### src/rtl/e203_exu_flush_ctrl.sv
`default_nettype none
// ============================================================================
// Module   : e203_exu_flush_ctrl
// Brief    : Registered flush stage between commit and IFU. Exceptions take
//            priority over branches, and the stage holds one flush until the
//            IFU acks it.
// Revision : 1.0 - initial release
// ============================================================================
module e203_exu_flush_ctrl #(
    parameter int PC_SIZE = 32,
    parameter int CNT_W   = 8
) (
    input  logic               clk,
    input  logic               rst,
    input  logic               brchmis_flush_req,
    output logic               brchmis_flush_ack,
    input  logic [PC_SIZE-1:0] brchmis_add_op1,
    input  logic [PC_SIZE-1:0] brchmis_add_op2,
    input  logic               excp_flush_req,
    output logic               excp_flush_ack,
    input  logic [PC_SIZE-1:0] excp_flush_pc,
    output logic               ifu_flush_req,
    input  logic               ifu_flush_ack,
    output logic [PC_SIZE-1:0] ifu_flush_pc,
    output logic               ifu_flush_src_excp,
    output logic               flush_busy,
    output logic [CNT_W-1:0]   flush_wait_cnt
);

    typedef enum logic [0:0] {
        ST_IDLE = 1'b0,
        ST_PEND = 1'b1
    } state_t;

    localparam logic [CNT_W-1:0] C_CNT_MAX = {CNT_W{1'b1}};

    state_t             r_state;
    state_t             w_state_nxt;
    logic [PC_SIZE-1:0] r_pc;
    logic               r_src_excp;
    logic [CNT_W-1:0]   r_wait_cnt;

    logic               w_acc_ok;
    logic               w_any_ack;
    logic               w_pend_done;
    logic [PC_SIZE-1:0] w_brch_sum;
    logic [PC_SIZE-1:0] w_brch_pc;
    logic [PC_SIZE-1:0] w_new_pc;

    // A new flush can be taken when idle, or in the same cycle the IFU
    // retires the held one (back-to-back, no bubble).
    assign w_acc_ok          = (r_state == ST_IDLE) | ((r_state == ST_PEND) & ifu_flush_ack);
    assign excp_flush_ack    = w_acc_ok & excp_flush_req;
    assign brchmis_flush_ack = w_acc_ok & brchmis_flush_req & ~excp_flush_req;
    assign w_any_ack         = excp_flush_ack | brchmis_flush_ack;
    assign w_pend_done       = (r_state == ST_PEND) & ifu_flush_ack;

    assign w_brch_sum = brchmis_add_op1 + brchmis_add_op2;
    assign w_brch_pc  = {w_brch_sum[PC_SIZE-1:1], 1'b0};
    assign w_new_pc   = excp_flush_req ? excp_flush_pc : w_brch_pc;

    always_comb begin
        w_state_nxt = r_state;
        if (w_any_ack) begin
            w_state_nxt = ST_PEND;
        end else if (w_pend_done) begin
            w_state_nxt = ST_IDLE;
        end
    end

    always_ff @(posedge clk) begin
        if (rst) begin
            r_state    <= ST_IDLE;
            r_pc       <= '0;
            r_src_excp <= 1'b0;
            r_wait_cnt <= '0;
        end else begin
            r_state <= w_state_nxt;
            if (w_any_ack) begin
                r_pc       <= w_new_pc;
                r_src_excp <= excp_flush_req;
                r_wait_cnt <= '0;
            end else if (w_pend_done) begin
                r_wait_cnt <= '0;
            end else if ((r_state == ST_PEND) && (r_wait_cnt != C_CNT_MAX)) begin
                r_wait_cnt <= r_wait_cnt + 1'b1;
            end
        end
    end

    assign flush_busy         = (r_state == ST_PEND);
    assign ifu_flush_req      = flush_busy;
    assign ifu_flush_pc       = r_pc;
    assign ifu_flush_src_excp = r_src_excp;
    assign flush_wait_cnt     = r_wait_cnt;

endmodule
`default_nettype wire

### config.mk
export PLATFORM = sky130hd
export DESIGN_NAME = e203_exu_flush_ctrl
export DESIGN_NICKNAME = d
export VERILOG_FILES = /design/src/rtl/e203_exu_flush_ctrl.sv
export SDC_FILE = /design/constraint.sdc
export NUM_CORES = 1
export LEC_CHECK = 0
export ABC_AREA = 1
export ABC_CLOCK_PERIOD_IN_PS = 1600
export CAP_MARGIN = 20
export CORE_MARGIN = 5
export CORE_UTILIZATION = 42
export CTS_BUF_LIST = sky130_fd_sc_hd__clkbuf_4 sky130_fd_sc_hd__clkbuf_8 sky130_fd_sc_hd__clkbuf_16
export CTS_CLUSTER_DIAMETER = 150
export DETAILED_ROUTE_END_ITERATION = 8
export PLACE_DENSITY = 0.79
export SETUP_SLACK_MARGIN = 0.05
export SYNTH_ARGS = -nofsm -noshare
export SYNTH_HDL_FRONTEND = slang
export SYNTH_SLANG_ARGS = --single-unit
### constraint.sdc
create_clock -name clk -period 1.6 [get_ports clk]
set_input_delay 0.24 -clock clk [delete_from_list [all_inputs] [get_ports clk]]
set_output_delay 0.24 -clock clk [all_outputs]
set_load 0.01 [all_outputs]
# Word-level counts from Yosys, hierarchy flattened
# Index checks and enable logic that the tools add are counted.
totals:
  regBits: 42
  inputBits: 101
  out_inout_bits: 45
  word_cells: 21
classes:
  add_sub_neg: 2
  n_eq_ne: 1
  mux: 3
  bitwise_logic: 8
  n_reduce_logical: 3
ops:
  columns: ["operator", "n"]
  rows:
  - ["$add A32 B32 Y32", 1]
  - ["$mux W32", 1]
  - ["$add A8 B1 Y8 const B", 1]
  - ["$ne A8 B8 Y1 const B", 1]
  - ["$and A1 B1 Y1", 4]
  - ["$reduce_or A3 Y1", 1]
  - ["$mux W1", 2]
  - ["$not A1 Y1", 2]
  - ["$or A1 B1 Y1", 2]
  - ["$reduce_bool A2 Y1", 1]
  - ["$logic_and A1 B1 Y1", 1]

# Logic depth before layout (Yosys ltp)
# Gate-level depths: netlist of the first run.
depth:
  ltp_word: 6
  depth_mapped: 14
  mapped_depth_nobuf: 14

# Worst setup path before layout of the first run
# OpenSTA, ideal clock, no wires.
synth_timing:
  kind: "input to register"
  from: "in brchmis_add_op1[0]"
  to: "reg r_pc[30], in the netlist ifu_flush_pc[30]"
  setup_time_ns: 0.070
  arrival_ns: 1.571
  required_ns: 1.530
  path_slack_ns: -0.041
  stages: 14
  n_path_buf: 0
  cell_sequence: "nand2_1 > inv_1 > fa_1 > nand3_1 > nand3_1 > nand2_1 > nand2_1 > nand2_1 > nand2_1 > nand2_1 > nand2_1 > nand2_1 > nand3_1 > a21oi_1"
synth_between:
  elab_chain_len: 2
synth_rtl:
  columns: ["item", "line_no", "text"]
  rows:
  - ["from (decl)", "17", "input logic [PC_SIZE-1:0] brchmis_add_op1,"]
  - ["$add A32 B32 Y32", "58", "assign w_brch_sum = brchmis_add_op1 + brchmis_add_op2;"]
  - ["$mux W32", "60", "assign w_new_pc = excp_flush_req ? excp_flush_pc : w_brch_pc;"]
  - ["to (signal assigned)", "80", "r_pc <= w_new_pc;"]
  - ["to (decl)", "39", "logic [PC_SIZE-1:0] r_pc;"]
# Every way passes these cells.
# A chain may end at the register's enable or synchronous reset.

# Final worst setup path of the first run
layout_timing:
  from: "in brchmis_add_op1[8]"
  to: "reg r_pc[20], in the netlist ifu_flush_pc[20]"
# Same word-level chain as after synthesis.

==> results of run 1 <==
-- kinds of logic (layout without fill, tap and decap cells) --
kind of cell	after synthesis	in the layout	share of synthesized area [%]
compound gates	131	131	16.2
simple gates	360	360	36.6
fa+ha+maj	32	32	9.93
buf+inv	140	367	13.1
xor+xnor	17	17	3.63
flops	42	42	20.5
-- area by class of cell --
class / count / area [um2] / share of cell area (%)
clock buffer: 6 / 82.6 / 1.10
clock inverter: 2 / 12.5 / 0.166
inverter: 123 / 477 / 6.33
multi-input combinational: 540 / 3890 / 51.7
sequential: 42 / 850 / 11.3
tap: 133 / 166 / 2.21
timing repair buffer: 236 / 2050 / 27.2
-- repair_timing --
| item | CTS | global route |
|---|---|---|
| endpoints found under the setup margin | 31 | 46 |
| resized for setup | 186 | 246 |
| pin swaps | 62 | 118 |
| hold endpoints to repair | 0 | 0 |
| setup buffers | 8 | 18 |
-- worst max-delay path, cell delays in order --
cell	delay (ps)
clkbuf_2	100
ha_4	320
nand2_4	60
buf_4	140
nor2_1	150
nand3_1	130
nand3_1	150
nand3_1	140
nand2_1	120
nand2_1	80
nand3_1	90
a21oi_1	80
-- power groups by stage --
stage	logic (mW)	registers [mW]	clock network [mW]
4_1_cts	2.08	1.18	0.743
3_5_place_dp	1.83	1.21	0
6_report	2.51	1.19	0.746
2_1_floorplan	0.895	1.25	0
3_3_place_gp	1.82	1.21	0
5_1_grt	2.69	1.20	0.783
-- cell usage after synthesis --
library cell	n	area share, %
clkbuf_1	7	0.64
nor2_4	1	0.27
buf_2	8	0.98
nand4_1	4	0.61
nand2_2	4	0.61
o21bai_1	2	0.37
dfxtp_1	42	20
fa_1	1	0.49
nor4_1	1	0.15
nor2_2	2	0.30
buf_1	1	0.091
nor3_1	3	0.37
nand3b_1	3	0.55
nand2_1	244	22
inv_2	3	0.27
nor2_8	1	0.49
a21oi_1	82	10
buf_4	1	0.18
xnor2_1	9	1.9
inv_1	120	11
o21ai_1	11	1.3
o21ai_0	34	4.1
nor4_4	1	0.52
and2_1	1	0.15
xor2_1	8	1.7
and3_1	3	0.46
a31oi_1	1	0.15
a21oi_2	1	0.21
nand3_1	47	5.7
ha_1	31	9.4
nor2_1	45	4.1
-- worst paths after layout --
kind	slack (ps)	depth (start not counted)	end	from
max	-20	12	ifu_flush_pc[20]	brchmis_add_op1[8]
min reg2reg	470	2	flush_wait_cnt[5]	flush_wait_cnt[5]
min	470	2	flush_wait_cnt[5]	flush_wait_cnt[5]
max reg2reg	70	9	ifu_flush_pc[26]	flush_busy
-- through the flow --
step / cell area, um2 / hold slack (ps) / cells / util, %
after floorplan: 4110 / 309 / 722 / -
after CTS: 6880 / 471 / 1064 / 71.3
after global placement: 6170 / 457 / 1048 / 64.0
final: 7530 / 465 / 1082 / 78.1
after detailed placement: 6170 / 458 / 1048 / 64.0
after global routing: 7530 / 495 / 1082 / 78.1
-- layout by cell type, fill, tap and decap left out, types with 21 or more instances in the layout --
master,instances
nand3_1,31
clkdlybuf4s50_1,76
ha_4,30
clkbuf_2,21
buf_4,86
a21oi_1,53
nand2_1,150
a21oi_2,25
inv_1,103
dfxtp_1,35
nand2_4,28
o21ai_0,31
nand2_2,70
-- per-layer routing --
metal  wire length [um]  vias up  part of all wire, %  GRT usage, %
li1                   -     2742                    -             -
met1               6420     2543                   38          28.2
met2               8440      261                   50          44.6
met3               1080       95                  6.4          4.14
met4                961        0                  5.7          10.2
met5                  0        -                    0             0
-- sequential cells by signal, indices dropped and copies added (netlist names) --
| name | count |
|---|---|
| ifu_flush_pc | 32 |
| ifu_flush_src_excp | 1 |
| flush_busy | 1 |
| flush_wait_cnt | 8 |
==> impl_results.md, run 1 <==
- Sw Ratio: about 40%
- Drc violations: 0
- Reg power frac: between 20% and 30%
- Initial Util: around 43%
- Post-Synthesis Cells: about 720
- Pwr Density: 590 nW/um2
- Routed Antenna Nets: 0
- Root Buffer: clkbuf_8
- Clock buffer depth: 2
- Placement Setup Slack: -604 ps
- Final worst-path cycle share: 101%
- Die H: ~110 um
- First-iteration detailed-routing DRC count: 451
- Maximum clock rate: ~0.62 GHz
- Hold Crit Class: flip-flop to flip-flop
- GP Congestion: roughly 0.92
- Wire per inst: ~16 um
- Max_slew headroom: between 70% and 80%
- Distinct cells, synth: 31
- Setup-failing EPs final: 1
- Leakage: between 3 and 4 nW
- Initial antenna violation count: 0
- Fill cell count: just under 700
- Critical path fanouts, max: 4
- Post-Route WL: between 15,000 and 20,000 um
- CORE AREA: between 9000 and 10,000 um2
- GRT Total Usage: between 20% and 30%
- CTS hold repair buffers: 0
- Net switching power: approximately 1.8 mW
- Drt via density: about 5.2
- Flops & latches, synth: 42
- Residual overflow from global routing: 0
- TritonRoute pass-1 iters: 7
- I/O Pins: ~150
- Int Pwr: about 2.7 mW
- Worst setup SP type: primary input
- IO Port Bufs: approximately 150
- Slew @ Worst Pin: 416 ps
- Hpwl dp: ~11,000 um
- Clk pwr share: between 10% and 20%
- Synth warnings: 0
- Area Growth Syn to Fin: 83.3%
- DIE WIDTH: around 110 um
- Ant diodes: 0
- Layout cell share with drive strength beyond 1: 38.6%
- Largest net degree at the start of global routing: 39
- VDD IR-drop max: between 400 and 500 uV
- Sequential area share after synthesis: between 20% and 30%
- H-tree levels: 2
- Final Hold Viols: 0
- Syn Area/Cell: between 5 and 6 um2
- Critical path type: primary input to flip-flop
- Gate power share: between 50% and 60%
- Num CTS Buffers: 5
- Design Power: 4.44 mW
- Tmin final: roughly 1600 ps
- Violated checks: negative setup slack
- Max Slew Vio Count: 0
- CTS tree: yes
- Setup TNS: -20.2 ps
- Layout Nets: about 1,100
- Critical path arrival: between 1500 and 2000 ps
- First-pass GRT wire length: roughly 24,000 um
- Via count: 5,641
- Max Clock Skew: about 8 ps
- Die ar.: 11,900 um2
- CP Capture Type: flip-flop
- Num rows: 36
- Status: complete, but fails checks
- Syn_nets: around 860
- Clk_lat worst skew: around 300 ps
- Number of global-route vias before repair: 5,258
- CP required: between 1500 and 2000 ps
- Max Cap Viol: 0
- Clk sinks: 42
- Clk pin slew, worst setup/hold paths: approximately 90 ps
- Post-synth design cell area: about 4100 um2
- Setup ws final: -20.2 ps
- RSZ-0062 raised after global routing: yes
Power figures use the tool's default switching activity.
==> inputs of run 2 (changes only) <==
Settings changed: CORE_MARGIN 5 to unset, MAX_ROUTING_LAYER set to met4.
==> run 2 against run 1 <==
Net effect:
- the run now ends clean
- worst setup slack improved by 55 ps
- clock skew about the same
- clock-buffer cell count decreased by 1
- register-to-register slack improved by 50 ps
- combinational power decreased by 3%
- sequential power about the same
- power decreased by 1.4%
- first-iteration DRC count decreased by 44%
- critical path depth unchanged
- maximum frequency increased by 3.5%
- global-route usage increased by 7.2 points
- final cell count decreased by 1.0%
==> impl_results.md, run 2 (synthesis gave the netlist of run 1 again) <==
- CP Capture Type: flip-flop
- Layout cell share with drive strength beyond 1: 37.2% (-1.4 points)
- Gate power share: 55.6% (-0.9 points)
- Status: finished clean
- Max_slew headroom: 69.8% (-2.5 points)
- CP Depth: 12 (unchanged)
- Hold Path Stages: 5 (+3)
- Via count: 5,641 (unchanged)
- Int Pwr: 2.61 mW (-2.8%)
- Fill cell count: 697 (+1.2%)
- CP delay by family, top: buffers and inverters
- Design Power: 4.38 mW (-1.4%)
- Residual overflow from global routing: 0 (unchanged)
- Sw Ratio: 40.5% (+0.87 points)
- RSZ-0062 raised after global routing: yes
- Hold Crit Class: primary input to flip-flop
- CP max stage delay: 280 ps (-40 ps)
- Layout Nets: 1,074 (-0.65%)
- Initial Util: 43.8% (+1.2 points)
- CP required: 1850 ps (+60 ps)
- Setup ws final: 34.6 ps (+54.7 ps)
- Hpwl dp: 11,500 um (+4.1%)
- CP Buf/Inv Count: 4 (+2)
- Critical path's slowest cell: ha_4
- Max Slew Vio Count: 0 (unchanged)
- Max reg flops: 32 (unchanged)
- Drc violations: 0 (unchanged)
- TritonRoute pass-1 iters: 5 (-2)
- Routed Antenna Nets: 0 (unchanged)
- Area Growth Syn to Fin: 79.3%
- Worst path cell trace: dlygate4sd2_1 -> ha_4 -> nand2_4 -> inv_1 -> a21oi_4 -> nand2_2 -> buf_4 -> inv_1 -> nand2_1 -> nand2_1 -> nand3_2 -> a21oi_2
- Worst setup SP type: primary input
- Max Cap Viol: 0 (unchanged)
- CTS hold repair buffers: 0 (unchanged)
- Final Hold Viols: 0 (unchanged)
- DIE WIDTH: 101 um (-7.3%)
- Leakage: 3.60 nW (-2.6%)
- Clk pin slew, worst setup/hold paths: 90 ps (about the same)
- Most frequent cells in the layout: nand2_1, inv_1, buf_4, clkdlybuf4s50_1, nand2_2
- Critical path fanouts, max: 4 (unchanged)
- Tmin final: 1570 ps (-54.7 ps)
- Final Core Density: 78.6% (+0.50 points)
- Maximum clock rate: 0.639 GHz (+3.5%)
- Setup-failing EPs final: 0 (-1)
- Clk sinks: 42 (unchanged)
- Clock buffer depth: 2 (unchanged)
- H-tree levels: 2 (unchanged)
- Die ar.: 10,200 um2 (-14%)
- Net switching power: 1.78 mW (+0.79%)
- Max Clock Skew: 7.83 ps (-0.172 ps)
- Wire per inst: 15.5 um (-0.62%)
- Initial antenna violation count: 0 (unchanged)
- Placement Setup Slack: -671 ps (-66.7 ps)
- Clk_lat worst skew: 310 ps (about the same)
- Die H: 101 um (-7.3%)
- Critical path type: primary input to flip-flop
- Root Buffer: clkbuf_8
- Final worst-path cycle share: 97.8% (-3.4 points)
- CTS tree: yes
- Clk pwr share: 17.2% (+0.4 points)
- Pwr Density: 595 nW/um2 (+0.81%)
- IO Port Bufs: 145 (unchanged)
- Ant diodes: 0 (unchanged)
- R2r worst-path depth: 9 (unchanged)
- CORE AREA: 9370 um2 (-2.8%)
- Most common library cell in the layout ignoring fill and taps: nand2_1
- Drt via density: 5.27 (+1.0%)
- GP Congestion: 0.993 (+8.0%)
- Largest net degree at the start of global routing: 40 (+2.6%)
- GRT Total Usage: 31.8% (+7.2 points)
- First-iteration detailed-routing DRC count: 252 (-44%)
- Post-Route WL: 16,600 um (-1.6%)
- Num CTS Buffers: 5 (unchanged)
- Number of global-route vias before repair: 5,397 (+2.6%)
- Critical path arrival: 1810 ps (about the same)
- Slew @ Worst Pin: 453 ps (+36.9 ps)
- Reg power frac: 27.2% (+0.5 points)
- VDD IR-drop max: 449 uV (+10%)
- I/O Pins: 146 (unchanged)
- Num rows: 35 (-2.8%)
- First-pass GRT wire length: 24,700 um (+4.4%)
run 2: cell count changes in the layout (fill, tap and decap cells not counted), sizes merged:
cell	before	now
clkinv	1	0
clkbuf	27	29
clkdlybuf4s50	76	77
inv	123	124
dlygate4sd2	20	30
clkdlybuf4s15	15	4
dlymetal6s2s	7	5
buf	97	89
clkinvlp	1	2
run 2: stage by stage:
| stage | instance area (um2) | instances | setup TNS [ps] | hold slack (ps) |
|---|---|---|---|---|
| 6_report | 7360 | 1071 | 0 | 454 |
| 4_1_cts | 6940 | 1065 | 0 | 478 |
| 5_1_grt | 7360 | 1071 | -55.5 | 462 |
| 2_1_floorplan | 4110 | 722 | 0 | 309 |
| 3_3_place_gp | 6150 | 1046 | -16510 | 455 |
| 3_5_place_dp | 6150 | 1046 | -17950 | 464 |
run 2: power groups by stage:
stage	Sequential (mW)	Combinational [mW]	Clock [mW]
after global placement	1.21	1.82	0
after floorplan	1.25	0.895	0
after global routing	1.20	2.62	0.813
final	1.19	2.44	0.754
after CTS	1.19	2.13	0.760
after detailed placement	1.21	1.85	0
run 2: path summary, 6_finish.rpt:
check	start	slack [ps]	to
worst max-delay path	brchmis_add_op2[19]	30	ifu_flush_pc[20]
worst min-delay path	brchmis_add_op2[29]	450	ifu_flush_pc[29]
worst max register to register	flush_wait_cnt[1]	120	flush_wait_cnt[6]
worst min register to register	flush_wait_cnt[3]	470	flush_wait_cnt[3]
run 2: worst reg2reg max path, cell delays in order, from the launching register on:
cell     delay, ps
dfxtp_2        360
ha_2           200
inv_1           80
nor4_4         170
nand3_2        130
nand2_4        120
inv_2           70
nand2_1         70
nand2_1         70
a21oi_1        140
run 2: per-layer routing:
metal | up-vias | GRT usage, % | part of all wire, %
li1 | 2723 | - | -
met5 | - | - | 0
met3 | 59 | 4.99 | 5.3
met2 | 257 | 58.1 | 52
met1 | 2602 | 33.8 | 38
met4 | 0 | 13.7 | 4.3
run 2: cell type report:
cell class / count / area [um2] / share of cell area (%)
clock buffers: 5 / 68.8 / 0.935
flip-flops and latches: 42 / 850 / 11.5
inverters: 123 / 469 / 6.37
well taps: 129 / 161 / 2.19
multi-input cells: 540 / 3860 / 52.4
repair buffers: 229 / 1930 / 26.2
clock inverters: 3 / 23.8 / 0.323
run 2: what timing repair did:
item | 4_1_cts | 5_1_grt
buffers inserted | 11 | 6
gates resized for setup | 214 | 186
endpoints found under the setup margin | 43 | 45
pin swaps | 63 | 98
